==> config.mk <==
export PLATFORM = sky130hd
export DESIGN_NAME = ddr3_dfi_seq
export DESIGN_NICKNAME = d
export VERILOG_FILES = /design/src/rtl/ddr3_dfi_pkg.sv /design/src/rtl/ddr3_seq_delay_line.sv /design/src/rtl/ddr3_dfi_seq.sv
export SDC_FILE = /design/constraint.sdc
export NUM_CORES = 1
export LEC_CHECK = 0
export BUFFER_PORTS_ARGS = -buffer_cell sky130_fd_sc_hd__buf_2
export CORE_ASPECT_RATIO = 0.5
export CORE_MARGIN = 2
export CORE_UTILIZATION = 58
export CTS_CLUSTER_DIAMETER = 150
export DETAILED_ROUTE_END_ITERATION = 6
export GPL_ROUTABILITY_DRIVEN = 0
export HOLD_SLACK_MARGIN = 0.02
export PLACE_DENSITY = 0.84
export SLEW_MARGIN = 0
export SYNTH_ARGS = -nofsm -noshare
export SYNTH_HDL_FRONTEND = slang
export SYNTH_SLANG_ARGS = --single-unit
==> constraint.sdc <==
create_clock -name clk_i -period 28.8 [get_ports clk_i]
set_clock_uncertainty 0.1 [all_clocks]
set_input_delay 5.76 -clock clk_i [delete_from_list [all_inputs] [get_ports clk_i]]
set_output_delay 5.76 -clock clk_i [all_outputs]
set_load 0.05 [all_outputs]
==> src/rtl/ddr3_dfi_pkg.sv <==
// ddr3_dfi_pkg
// Shared definitions for the DDR3 DFI command sequencer: command op codes,
// {ras_n,cas_n,we_n} encodings, DFI burst geometry and a helper used to
// derive effective command gaps.
package ddr3_dfi_pkg;

    typedef enum logic [2:0] {
        OP_NOP  = 3'd0,
        OP_ACT  = 3'd1,
        OP_RD   = 3'd2,
        OP_WR   = 3'd3,
        OP_PRE  = 3'd4,
        OP_REF  = 3'd5,
        OP_MRS  = 3'd6,
        OP_ZQCL = 3'd7
    } dfi_op_e;

    // {ras_n, cas_n, we_n}
    localparam logic [2:0] ENC_NOP  = 3'b111;
    localparam logic [2:0] ENC_ACT  = 3'b011;
    localparam logic [2:0] ENC_RD   = 3'b101;
    localparam logic [2:0] ENC_WR   = 3'b100;
    localparam logic [2:0] ENC_PRE  = 3'b010;
    localparam logic [2:0] ENC_REF  = 3'b001;
    localparam logic [2:0] ENC_MRS  = 3'b000;
    localparam logic [2:0] ENC_ZQCL = 3'b110;

    localparam int BURST_BEATS = 4;
    localparam int DFI_DW      = 32;

    function automatic int max_int(input int a, input int b);
        return (a > b) ? a : b;
    endfunction

    function automatic logic [2:0] op_enc(input logic [2:0] op);
        logic [2:0] enc;
        case (op)
            OP_ACT:  enc = ENC_ACT;
            OP_RD:   enc = ENC_RD;
            OP_WR:   enc = ENC_WR;
            OP_PRE:  enc = ENC_PRE;
            OP_REF:  enc = ENC_REF;
            OP_MRS:  enc = ENC_MRS;
            OP_ZQCL: enc = ENC_ZQCL;
            default: enc = ENC_NOP;
        endcase
        return enc;
    endfunction

endpackage

==> src/rtl/ddr3_seq_delay_line.sv <==
// ddr3_seq_delay_line
// Parameterised-depth 1-bit shift register with asynchronous reset.
// q_o is d_i delayed by DEPTH clock cycles (DEPTH >= 1).
// Ports:
//   clk_i  clock
//   rst_i  asynchronous, active-high reset (clears every stage)
//   d_i    input bit
//   q_o    delayed output
module ddr3_seq_delay_line #(
    parameter int DEPTH = 3
) (
    input  logic clk_i,
    input  logic rst_i,
    input  logic d_i,
    output logic q_o
);

    logic [DEPTH-1:0] sr_q;
    logic [DEPTH-1:0] sr_d;

    generate
        if (DEPTH == 1) begin : g_single
            assign sr_d = d_i;
        end else begin : g_multi
            assign sr_d = {sr_q[DEPTH-2:0], d_i};
        end
    endgenerate

    always_ff @(posedge clk_i or posedge rst_i) begin
        if (rst_i) begin
            sr_q <= '0;
        end else begin
            sr_q <= sr_d;
        end
    end

    assign q_o = sr_q[DEPTH-1];

endmodule

==> src/rtl/ddr3_dfi_seq.sv <==
// ddr3_dfi_seq
// Command sequencer in front of a DDR3 DFI PHY (x16, 32-bit DFI, BL8 = 4
// beats). Accepts one command per valid/ready handshake, drives DFI command
// pins for one cycle, applies write/read PHY latencies to the data enables,
// enforces a per-command minimum gap and collects 4 read beats into one
// 128-bit response.
// Optional feature macro: DDR3_SEQ_ODT_EN (drives dfi_odt_o around writes;
// when undefined dfi_odt_o is tied low).
// Ports:
//   clk_i, rst_i                     clock, async active-high reset
//   cmd_valid_i/cmd_ready_o          command handshake
//   cmd_op_i/addr_i/bank_i           command op, address, bank
//   cmd_wrdata_i/cmd_wrmask_i        write burst data and byte mask
//   ctrl_cke_i/ctrl_reset_n_i        registered to dfi_cke_o/dfi_reset_n_o
//   rsp_valid_o/rsp_data_o           read burst response
//   dfi_*                            DFI PHY interface
module ddr3_dfi_seq
    import ddr3_dfi_pkg::*;
#(
    parameter int TPHY_WRLAT = 3,
    parameter int TPHY_RDLAT = 4,
    parameter int T_RCD      = 6,
    parameter int T_RP       = 6,
    parameter int T_RFC      = 52,
    parameter int T_MOD      = 12,
    parameter int T_ZQ       = 512,
    parameter int T_RD2X     = 6,
    parameter int T_WR2X     = 12
) (
    input  logic         clk_i,
    input  logic         rst_i,
    input  logic         cmd_valid_i,
    output logic         cmd_ready_o,
    input  logic [2:0]   cmd_op_i,
    input  logic [14:0]  cmd_addr_i,
    input  logic [2:0]   cmd_bank_i,
    input  logic [127:0] cmd_wrdata_i,
    input  logic [15:0]  cmd_wrmask_i,
    input  logic         ctrl_cke_i,
    input  logic         ctrl_reset_n_i,
    output logic         rsp_valid_o,
    output logic [127:0] rsp_data_o,
    output logic [14:0]  dfi_address_o,
    output logic [2:0]   dfi_bank_o,
    output logic         dfi_ras_n_o,
    output logic         dfi_cas_n_o,
    output logic         dfi_we_n_o,
    output logic         dfi_cs_n_o,
    output logic         dfi_cke_o,
    output logic         dfi_reset_n_o,
    output logic         dfi_odt_o,
    output logic [31:0]  dfi_wrdata_o,
    output logic         dfi_wrdata_en_o,
    output logic [3:0]   dfi_wrdata_mask_o,
    output logic         dfi_rddata_en_o,
    input  logic [31:0]  dfi_rddata_i,
    input  logic         dfi_rddata_valid_i
);

    localparam int RD_GAP = max_int(T_RD2X, BURST_BEATS);
    localparam int WR_GAP = max_int(T_WR2X, TPHY_WRLAT + 5);

    logic         ready_en_q;
    logic [9:0]   gap_q, gap_d, gap_load;
    logic [2:0]   cmd_q, cmd_d;
    logic [14:0]  addr_q, addr_d;
    logic [2:0]   bank_q, bank_d;
    logic [127:0] wrdata_q, wrdata_d;
    logic [15:0]  wrmask_q, wrmask_d;
    logic [2:0]   wr_cnt_q, wr_cnt_d;
    logic [2:0]   rd_cnt_q, rd_cnt_d;
    logic [1:0]   wr_beat_q;
    logic         wr_en;
    logic         rd_en;
    logic         cke_q, reset_n_q;
    logic [1:0]   rd_beat_q, rd_beat_d;
    logic [95:0]  rd_buf_q, rd_buf_d;
    logic         rsp_valid_q, rsp_valid_d;
    logic [127:0] rsp_data_q, rsp_data_d;
    logic         accept;

    // ready_en_q delays cmd_ready by one edge after reset release.
    assign cmd_ready_o = ready_en_q & (gap_q == '0) & ~rst_i;
    assign accept      = cmd_valid_i & cmd_ready_o;

    always_comb begin
        case (cmd_op_i)
            OP_ACT:  gap_load = 10'(T_RCD - 1);
            OP_RD:   gap_load = 10'(RD_GAP - 1);
            OP_WR:   gap_load = 10'(WR_GAP - 1);
            OP_PRE:  gap_load = 10'(T_RP - 1);
            OP_REF:  gap_load = 10'(T_RFC - 1);
            OP_MRS:  gap_load = 10'(T_MOD - 1);
            OP_ZQCL: gap_load = 10'(T_ZQ - 1);
            default: gap_load = 10'd0;
        endcase
    end

    always_comb begin
        gap_d    = gap_q;
        cmd_d    = ENC_NOP;
        addr_d   = addr_q;
        bank_d   = bank_q;
        wrdata_d = wrdata_q;
        wrmask_d = wrmask_q;
        wr_cnt_d = (wr_cnt_q != '0) ? wr_cnt_q - 3'd1 : wr_cnt_q;
        rd_cnt_d = (rd_cnt_q != '0) ? rd_cnt_q - 3'd1 : rd_cnt_q;
        if (gap_q != '0) begin
            gap_d = gap_q - 10'd1;
        end
        if (accept) begin
            gap_d  = gap_load;
            cmd_d  = op_enc(cmd_op_i);
            addr_d = cmd_addr_i;
            bank_d = cmd_bank_i;
            if (cmd_op_i == OP_WR) begin
                wrdata_d = cmd_wrdata_i;
                wrmask_d = cmd_wrmask_i;
                wr_cnt_d = 3'(BURST_BEATS);
            end
            if (cmd_op_i == OP_RD) begin
                rd_cnt_d = 3'(BURST_BEATS);
            end
        end
    end

    // Read collector: slot n holds beat n; the 4th beat completes the burst.
    always_comb begin
        rd_beat_d   = rd_beat_q;
        rd_buf_d    = rd_buf_q;
        rsp_valid_d = 1'b0;
        rsp_data_d  = rsp_data_q;
        if (dfi_rddata_valid_i) begin
            rd_beat_d = rd_beat_q + 2'd1;
            if (rd_beat_q == 2'd3) begin
                rsp_valid_d = 1'b1;
                rsp_data_d  = {dfi_rddata_i, rd_buf_q};
            end else begin
                rd_buf_d[{rd_beat_q, 5'b0} +: DFI_DW] = dfi_rddata_i;
            end
        end
    end

    always_ff @(posedge clk_i or posedge rst_i) begin
        if (rst_i) begin
            ready_en_q  <= 1'b0;
            gap_q       <= '0;
            cmd_q       <= ENC_NOP;
            addr_q      <= '0;
            bank_q      <= '0;
            wrdata_q    <= '0;
            wrmask_q    <= '0;
            wr_cnt_q    <= '0;
            rd_cnt_q    <= '0;
            wr_beat_q   <= '0;
            cke_q       <= 1'b0;
            reset_n_q   <= 1'b0;
            rd_beat_q   <= '0;
            rd_buf_q    <= '0;
            rsp_valid_q <= 1'b0;
            rsp_data_q  <= '0;
        end else begin
            ready_en_q  <= 1'b1;
            gap_q       <= gap_d;
            cmd_q       <= cmd_d;
            addr_q      <= addr_d;
            bank_q      <= bank_d;
            wrdata_q    <= wrdata_d;
            wrmask_q    <= wrmask_d;
            wr_cnt_q    <= wr_cnt_d;
            rd_cnt_q    <= rd_cnt_d;
            wr_beat_q   <= wr_en ? wr_beat_q + 2'd1 : wr_beat_q;
            cke_q       <= ctrl_cke_i;
            reset_n_q   <= ctrl_reset_n_i;
            rd_beat_q   <= rd_beat_d;
            rd_buf_q    <= rd_buf_d;
            rsp_valid_q <= rsp_valid_d;
            rsp_data_q  <= rsp_data_d;
        end
    end

    // The burst counters are high C..C+3; the delay lines shift that window
    // by the PHY latency, so each enable is high for exactly 4 cycles.
    ddr3_seq_delay_line #(.DEPTH(TPHY_WRLAT)) u_wr_pipe (
        .clk_i (clk_i),
        .rst_i (rst_i),
        .d_i   (wr_cnt_q != '0),
        .q_o   (wr_en)
    );

    ddr3_seq_delay_line #(.DEPTH(TPHY_RDLAT)) u_rd_pipe (
        .clk_i (clk_i),
        .rst_i (rst_i),
        .d_i   (rd_cnt_q != '0),
        .q_o   (rd_en)
    );

`ifdef DDR3_SEQ_ODT_EN
    // High from the WR command cycle through C+TPHY_WRLAT+4.
    logic [4:0] odt_cnt_q;

    always_ff @(posedge clk_i or posedge rst_i) begin
        if (rst_i) begin
            odt_cnt_q <= '0;
        end else if (accept && (cmd_op_i == OP_WR)) begin
            odt_cnt_q <= 5'(TPHY_WRLAT + 5);
        end else if (odt_cnt_q != '0) begin
            odt_cnt_q <= odt_cnt_q - 5'd1;
        end
    end

    assign dfi_odt_o = (odt_cnt_q != '0);
`else
    assign dfi_odt_o = 1'b0;
`endif

    assign {dfi_ras_n_o, dfi_cas_n_o, dfi_we_n_o} = cmd_q;
    assign dfi_cs_n_o        = 1'b0;
    assign dfi_address_o     = addr_q;
    assign dfi_bank_o        = bank_q;
    assign dfi_cke_o         = cke_q;
    assign dfi_reset_n_o     = reset_n_q;
    assign dfi_wrdata_en_o   = wr_en;
    assign dfi_wrdata_o      = wr_en ? wrdata_q[{wr_beat_q, 5'b0} +: DFI_DW] : '0;
    assign dfi_wrdata_mask_o = wr_en ? wrmask_q[{wr_beat_q, 2'b0} +: 4] : '0;
    assign dfi_rddata_en_o   = rd_en;
    assign rsp_valid_o       = rsp_valid_q;
    assign rsp_data_o        = rsp_data_q;

endmodule

==> impl_metrics.yaml, run 1 <==
place:
  dp.cells: 1822
  place_area_sq_um: 19100
  portBuffers: 393
  hpwl_um: 26200
clock_network:
  cts_buffers: 37
  worst_skew_pair.late_latency_ns: 0.53
  cts_hold_buffers: 0
  cts_buffer_depth: 3
  clk_pin_slew_worst_paths_ns: 0.06
  cts_sinks: 420
  htreeDepth: 2
  cts_root_buf: "clkbuf_16"
  cts_tree: "yes"
  post_cts_resized: 0
  cts_setup_buffers: 0
timing:
  finalCritPeriodShare_pct: 45.2
  setup_viol: 0
  hold_viol_final: 0
  worst_pin_slew_ns: 1.04
  slew_headroom_pct: 30.3
  fmax_mhz: 76.9
  drv_slew: 0
  rsz0062_at_grt: "false"
  min_period_ns: 13.00
  fin_tns_setup_ns: 0
setup_path:
  required_ns: 22.94
  cp.arrival_ns: 7.14
  crit_fanout: 153
  end_kind: "output pin"
  startpoint_type: "input pin"
  critPathKind: "input pin to output pin"
synthesis:
  yosysWarnings: 0
  synth_edf_count: 0
  synth_cells: 1095
  ys_top_cells_by_area: "dfrtp_1 62%, mux2_2 9.8%, mux2_1 8.5%"
  yosysMostFrequentCell: "dfrtp_1"
  yosysTopAreaCell: "dfrtp_1"
  ys_top_cells_by_count: "417 x dfrtp_1, 146 x mux2_2, 127 x mux2_1"
  syn_area_sq_um: 16800
  synth-main-ff-cell: "dfrtp_1"
  synth_seq_cells: 420
  syn_avg_cell_area_sq_um: 15.3
  ys_types: 49
  synthArstFlopShare_pct: 100
  yosysSeqAreaShare_pct: 62.6
  yosysTopAreaCellShare_pct: 62.1
global_route:
  track_usage_pct: 25.8
  grt-ovfl-total: 0
  grt_max_degree: 194
  antenna_found_initial: 4
  grt_pass1_wl_um: 62300
  grt_pass1_vias: 11599
die:
  placementRows: 43
  start_util_pct: 59.8
  fp.dieArea_sq_um: 30400
  core-area_sq_um: 28100
  die_width_um: 245
  num_io_pins: 396
  die_y_um: 124
run:
  maxCapViolations: 0
outcome:
  outcome: "finished, final reports clean"
route:
  dr.pass1.iters: 4
  wl_per_cell_um: 20.3
  ant_nets: 0
  drt_iter0_drc: 572
  via_per_inst: 5.61
  drc_errors: 0
  vias: 10608
  wl_um: 38400
layout:
  final_cells: 1891
  final_layout_size_suffix_gt1_share_pct: 44.1
  area_delta_synth_final_pct: 20.6
  design_area_sq_um: 20300
  nets: 1694
power:
  ir_drop_mv: 0.0868
  cellPowerDensity_nw_per_um2: 91.4
  p_leak_nw: 11.0
  fin_total_pwr_mw: 1.85
hold_path:
  hp-class: "flip-flop to flip-flop"
[state kept, by name (all words and copies together), names as in the netlist, 2 cells and up]
name / cells
rsp_data_o: 128
wrmask_q: 16
wr_beat_q: 2
rd_beat_q: 2
gap_q: 10
rd_cnt_q: 3
rd_buf_q: 96
wrdata_q: 128
dfi_bank_o: 3
u_rd_pipe.sr_q: 4
wr_cnt_q: 3
dfi_address_o: 15
u_wr_pipe.sr_q: 3
cmd_q: 3
[layout make-up]
cell class                      instances  area [sq um]
Antenna cell                            3          7.51
Clock buffer                           54          1060
Clock inverter                         12           123
Fill cell                            1882          7820
Inverter                               15          63.8
Multi-Input combinational cell        594          5900
Sequential cell                       420         10500
Tap cell                              382           478
Timing Repair Buffer                  411          2110
[critical path: stages]
cell	delay [ns]
buf_2	0.14
inv_8	0.67
and3_1	0.29
buf_2	0.27
[layer usage]
| metal | GRT usage, % | up-vias | share of wire (%) | routed length, um |
|---|---|---|---|---|
| met3 | 4.78 | 84 | 5.1 | 1960 |
| met4 | 9.43 | 0 | 3.4 | 1290 |
| met1 | 31.7 | 5494 | 39 | 14900 |
| li1 | - | 4712 | - | - |
| met2 | 45.8 | 318 | 53 | 20300 |
| met5 | 0 | - | 0 | 0 |
[cell usage in the layout (no fill, tap or decap), types with 3 or more instances in the layout]
cell,synthesis,layout
dfstp_2,3,3
o21ai_0,5,5
clkbuf_16,0,37
ha_1,11,11
nor3_1,3,3
diode_2,0,3
inv_1,14,13
a22o_1,96,96
xor2_1,5,5
and2_1,37,37
buf_2,3,393
clkbuf_1,44,10
nor4b_2,0,3
nor2_1,10,10
clkbuf_8,0,7
nand2_1,69,68
xnor2_1,6,6
clkinv_2,0,6
mux4_2,36,36
mux2_1,127,127
buf_4,4,17
nand3_1,4,4
dfrtp_1,417,416
conb_1,2,3
nor2b_1,3,3
mux2_2,146,146
[where the power goes]
| group | leakage [nW] | switching [mW] | internal, mW |
|---|---|---|---|
| Sequential | 5.69 | 0.0678 | 0.714 |
| Combinational | 4.70 | 0.408 | 0.176 |
| Clock | 0.579 | 0.211 | 0.275 |
[kinds of logic after synthesis]
logic type | count (synthesis) | synth area share [%]
buffers and inverters | 82 | 2.52
xor gates and xnor gates | 11 | 0.573
other | 2 | 0.0447
muxes | 311 | 23.2
DFF | 420 | 62.6
adders and majority gates | 12 | 0.938
AOI/OAI and AO/OA | 115 | 5.79
and+or+nand+nor | 142 | 4.31
[path summary, 6_finish.rpt]
check	startpoint	endpoint	slack (ns)	cells after the start
worst min register to register	u_rd_pipe.sr_q[0]	u_rd_pipe.sr_q[1]	0.24	0
worst min-delay path	u_rd_pipe.sr_q[0]	u_rd_pipe.sr_q[1]	0.24	0
worst max register to register	gap_q[5]	wrdata_q[111]	24.75	6
max in group asynchronous	rst_i	rsp_data_o[125]	21.66	3
worst max-delay path	rst_i	cmd_ready_o	15.80	4
min in group asynchronous	rst_i	dfi_address_o[9]	5.38	2
[per-stage QoR]
| step | worst slack, ns | hold slack, ns | util [%] |
|---|---|---|---|
| global placement | 15.75 | 0.233 | 67.9 |
| global route | 15.59 | 0.252 | 72.1 |
| finish | 15.80 | 0.244 | 72.1 |
| CTS | 15.70 | 0.248 | 72.1 |
| detailed placement | 15.70 | 0.235 | 67.9 |
| floorplan | 7.18 | 0.231 | - |
Power figures use the tool's default switching activity.
==> run 2, diff against run 1 <==
--- a/config.mk
+++ b/config.mk
@@ -8,12 +8,12 @@
 export BUFFER_PORTS_ARGS = -buffer_cell sky130_fd_sc_hd__buf_2
 export CORE_ASPECT_RATIO = 0.5
 export CORE_MARGIN = 2
-export CORE_UTILIZATION = 58
+export CORE_UTILIZATION = 49
 export CTS_CLUSTER_DIAMETER = 150
 export DETAILED_ROUTE_END_ITERATION = 6
 export GPL_ROUTABILITY_DRIVEN = 0
 export HOLD_SLACK_MARGIN = 0.02
-export PLACE_DENSITY = 0.84
+export PLACE_DENSITY = 0.76
 export SLEW_MARGIN = 0
 export SYNTH_ARGS = -nofsm -noshare
 export SYNTH_HDL_FRONTEND = slang
==> constraint.sdc (replaced) <==
create_clock -name clk_i -period 11.4 [get_ports clk_i]
set_clock_uncertainty 0.1 [all_clocks]
set_input_delay 2.28 -clock clk_i [delete_from_list [all_inputs] [get_ports clk_i]]
set_output_delay 2.28 -clock clk_i [all_outputs]
set_load 0.05 [all_outputs]
==> impl_metrics.yaml, run 2 (synthesis results as in run 1) <==
global_route:
  grt-ovfl-total: 0
  track_usage_pct: 21.8
  grt_max_degree: 206
  grt_pass1_wl_um: 62200
  grt_pass1_vias: 11338
  antenna_found_initial: 8
route:
  via_per_inst: 5.35
  wl_um: 39400
  vias: 10472
  wl_per_cell_um: 20.1
  drt_iter0_drc: 682
  dr.pass1.iters: 4
  drc_errors: 0
  ant_nets: 0
place:
  portBuffers: 393
  place_area_sq_um: 19100
  hpwl_um: 26800
setup_path:
  critPathKind: "flip-flop to output pin"
  worstPathCellList: "or4_1 -> nor3_1 -> and3_2 -> buf_2"
  startpoint_type: "flip-flop"
  cp.arrival_ns: 3.02
  ff2ff_setup_slack_ns: 7.27
  cp_slowest_cell: "nor3_1"
  reg2reg_depth: 6
  cpPeakStageDelay_ns: 0.86
  r2r-start: "gap_q[5]"
  rr_endpoint: "wrdata_q[119]"
  required_ns: 9.02
  end_kind: "output pin"
  crit_fanout: 10
power:
  p_int_mw: 3.02
  seqPwrFrac_pct: 41.3
  ir_drop_mv: 0.183
  p_sw_share_pct: 36.8
  cellPowerDensity_nw_per_um2: 234
  switching_power_mw: 1.76
  share_comb_of_total_power_pct: 30.7
  clkPwrFrac_pct: 28.0
  p_leak_nw: 11.0
layout:
  design_area_sq_um: 20500
  layout_commonest_cell: "dfrtp_1"
  final_layout_size_suffix_gt1_share_pct: 44.7
  area_delta_synth_final_pct: 21.8
  nets: 1695
  final_cell_mix: "415 x dfrtp_1, 393 x buf_2, 146 x mux2_2, 127 x mux2_1, 96 x a22o_1"
  fillers: 2582
clock_network:
  cts_setup_buffers: 0
  cts_sinks: 420
  clk_pin_slew_worst_paths_ns: 0.07
  cts_buffers: 39
  cts_buffer_depth: 3
  cts_root_buf: "clkbuf_16"
  cts_tree: "yes"
  post_cts_resized: 0
  htreeDepth: 2
  worst_skew_pair.late_latency_ns: 0.54
  cts_hold_buffers: 0
die:
  die_y_um: 135
  die_width_um: 266
  placementRows: 47
  fp.dieArea_sq_um: 35900
  start_util_pct: 50.3
  core-area_sq_um: 33400
  num_io_pins: 396
timing:
  finalCritPeriodShare_pct: 47.3
  drv_slew: 0
  setup_viol: 0
  worst_pin_slew_ns: 1.12
  min_period_ns: 5.40
  hold_viol_final: 0
  fmax_mhz: 185
  fin_tns_setup_ns: 0
  rsz0062_at_grt: "false"
  slew_headroom_pct: 25.4
hold_path:
  hp-class: "flip-flop to flip-flop"
  min_path_cells: 0
  hold-path-endpoint: "u_rd_pipe.sr_q[1]"
  holdCritStartpoint: "u_rd_pipe.sr_q[0]"
outcome:
  outcome: "finished, final reports clean"
run:
  maxCapViolations: 0
-- run 2: changes by cell type in the layout (fill, tap and decap cells not counted), sizes merged --
cell and change:
buf -1, clkbuf -3, inv -1, diode +4, bufinv +2, clkinvlp +1
clkinv +5
-- run 2: worst max path at each step --
stage | from | to | depth (start not counted)
after floorplan | rst_i | cmd_ready_o | 2
after global placement | rst_i | wrdata_q[122] | 7
after detailed placement | rst_i | wrdata_q[126] | 7
after CTS | gap_q[5] | cmd_ready_o | 4
after global routing | gap_q[5] | cmd_ready_o | 4
final | gap_q[5] | cmd_ready_o | 4
-- run 2: critical path, delay by kind of cell (launching register included) --
| kind | cells | cell delay, ns |
|---|---|---|
| DFF | 1 | 0.42 |
| buffers and inverters | 1 | 0.26 |
| and+or+nand+nor | 3 | 1.84 |
-- run 2: through the flow --
| stage | setup slack [ns] | power (mW) | hold slack, ns | util (%) | std cells |
|---|---|---|---|---|---|
| floorplan | -0.655 | 3.06 | 0.231 | - | 1096 |
| global placement | 5.95 | 3.43 | 0.233 | 57.3 | 1880 |
| detailed placement | 5.82 | 3.48 | 0.235 | 57.3 | 1880 |
| CTS | 6.01 | 4.84 | 0.245 | 61.2 | 1950 |
| global route | 5.76 | 4.98 | 0.252 | 61.3 | 1957 |
| finish | 6.00 | 4.78 | 0.240 | 61.3 | 1957 |
-- run 2: power groups by stage --
stage / Combinational (mW) / Sequential, mW / Clock [mW]
detailed placement: 1.48 / 2.00 / 0
global placement: 1.45 / 1.98 / 0
finish: 1.47 / 1.98 / 1.34
global route: 1.53 / 2.01 / 1.43
floorplan: 0.429 / 2.63 / 0
CTS: 1.48 / 1.98 / 1.37
-- run 2: cell type report --
class | instances | area (sq um) | share of cell area (%)
Sequential cell | 420 | 10500 | 51.4
Multi-Input combinational cell | 594 | 5900 | 28.8
Timing Repair Buffer | 410 | 2110 | 10.3
Clock buffer | 51 | 1100 | 5.38
Tap cell | 441 | 552 | 2.70
Clock inverter | 19 | 208 | 1.01
Inverter | 15 | 60.1 | 0.293
Antenna cell | 7 | 17.5 | 0.0856
-- run 2: per-layer routing --
layer  wire length [um]  global-route usage [%]
met5                 13                       0
met4               1270                    8.52
met3               1590                    4.07
met2              20600                    38.7
met1              15900                    26.8
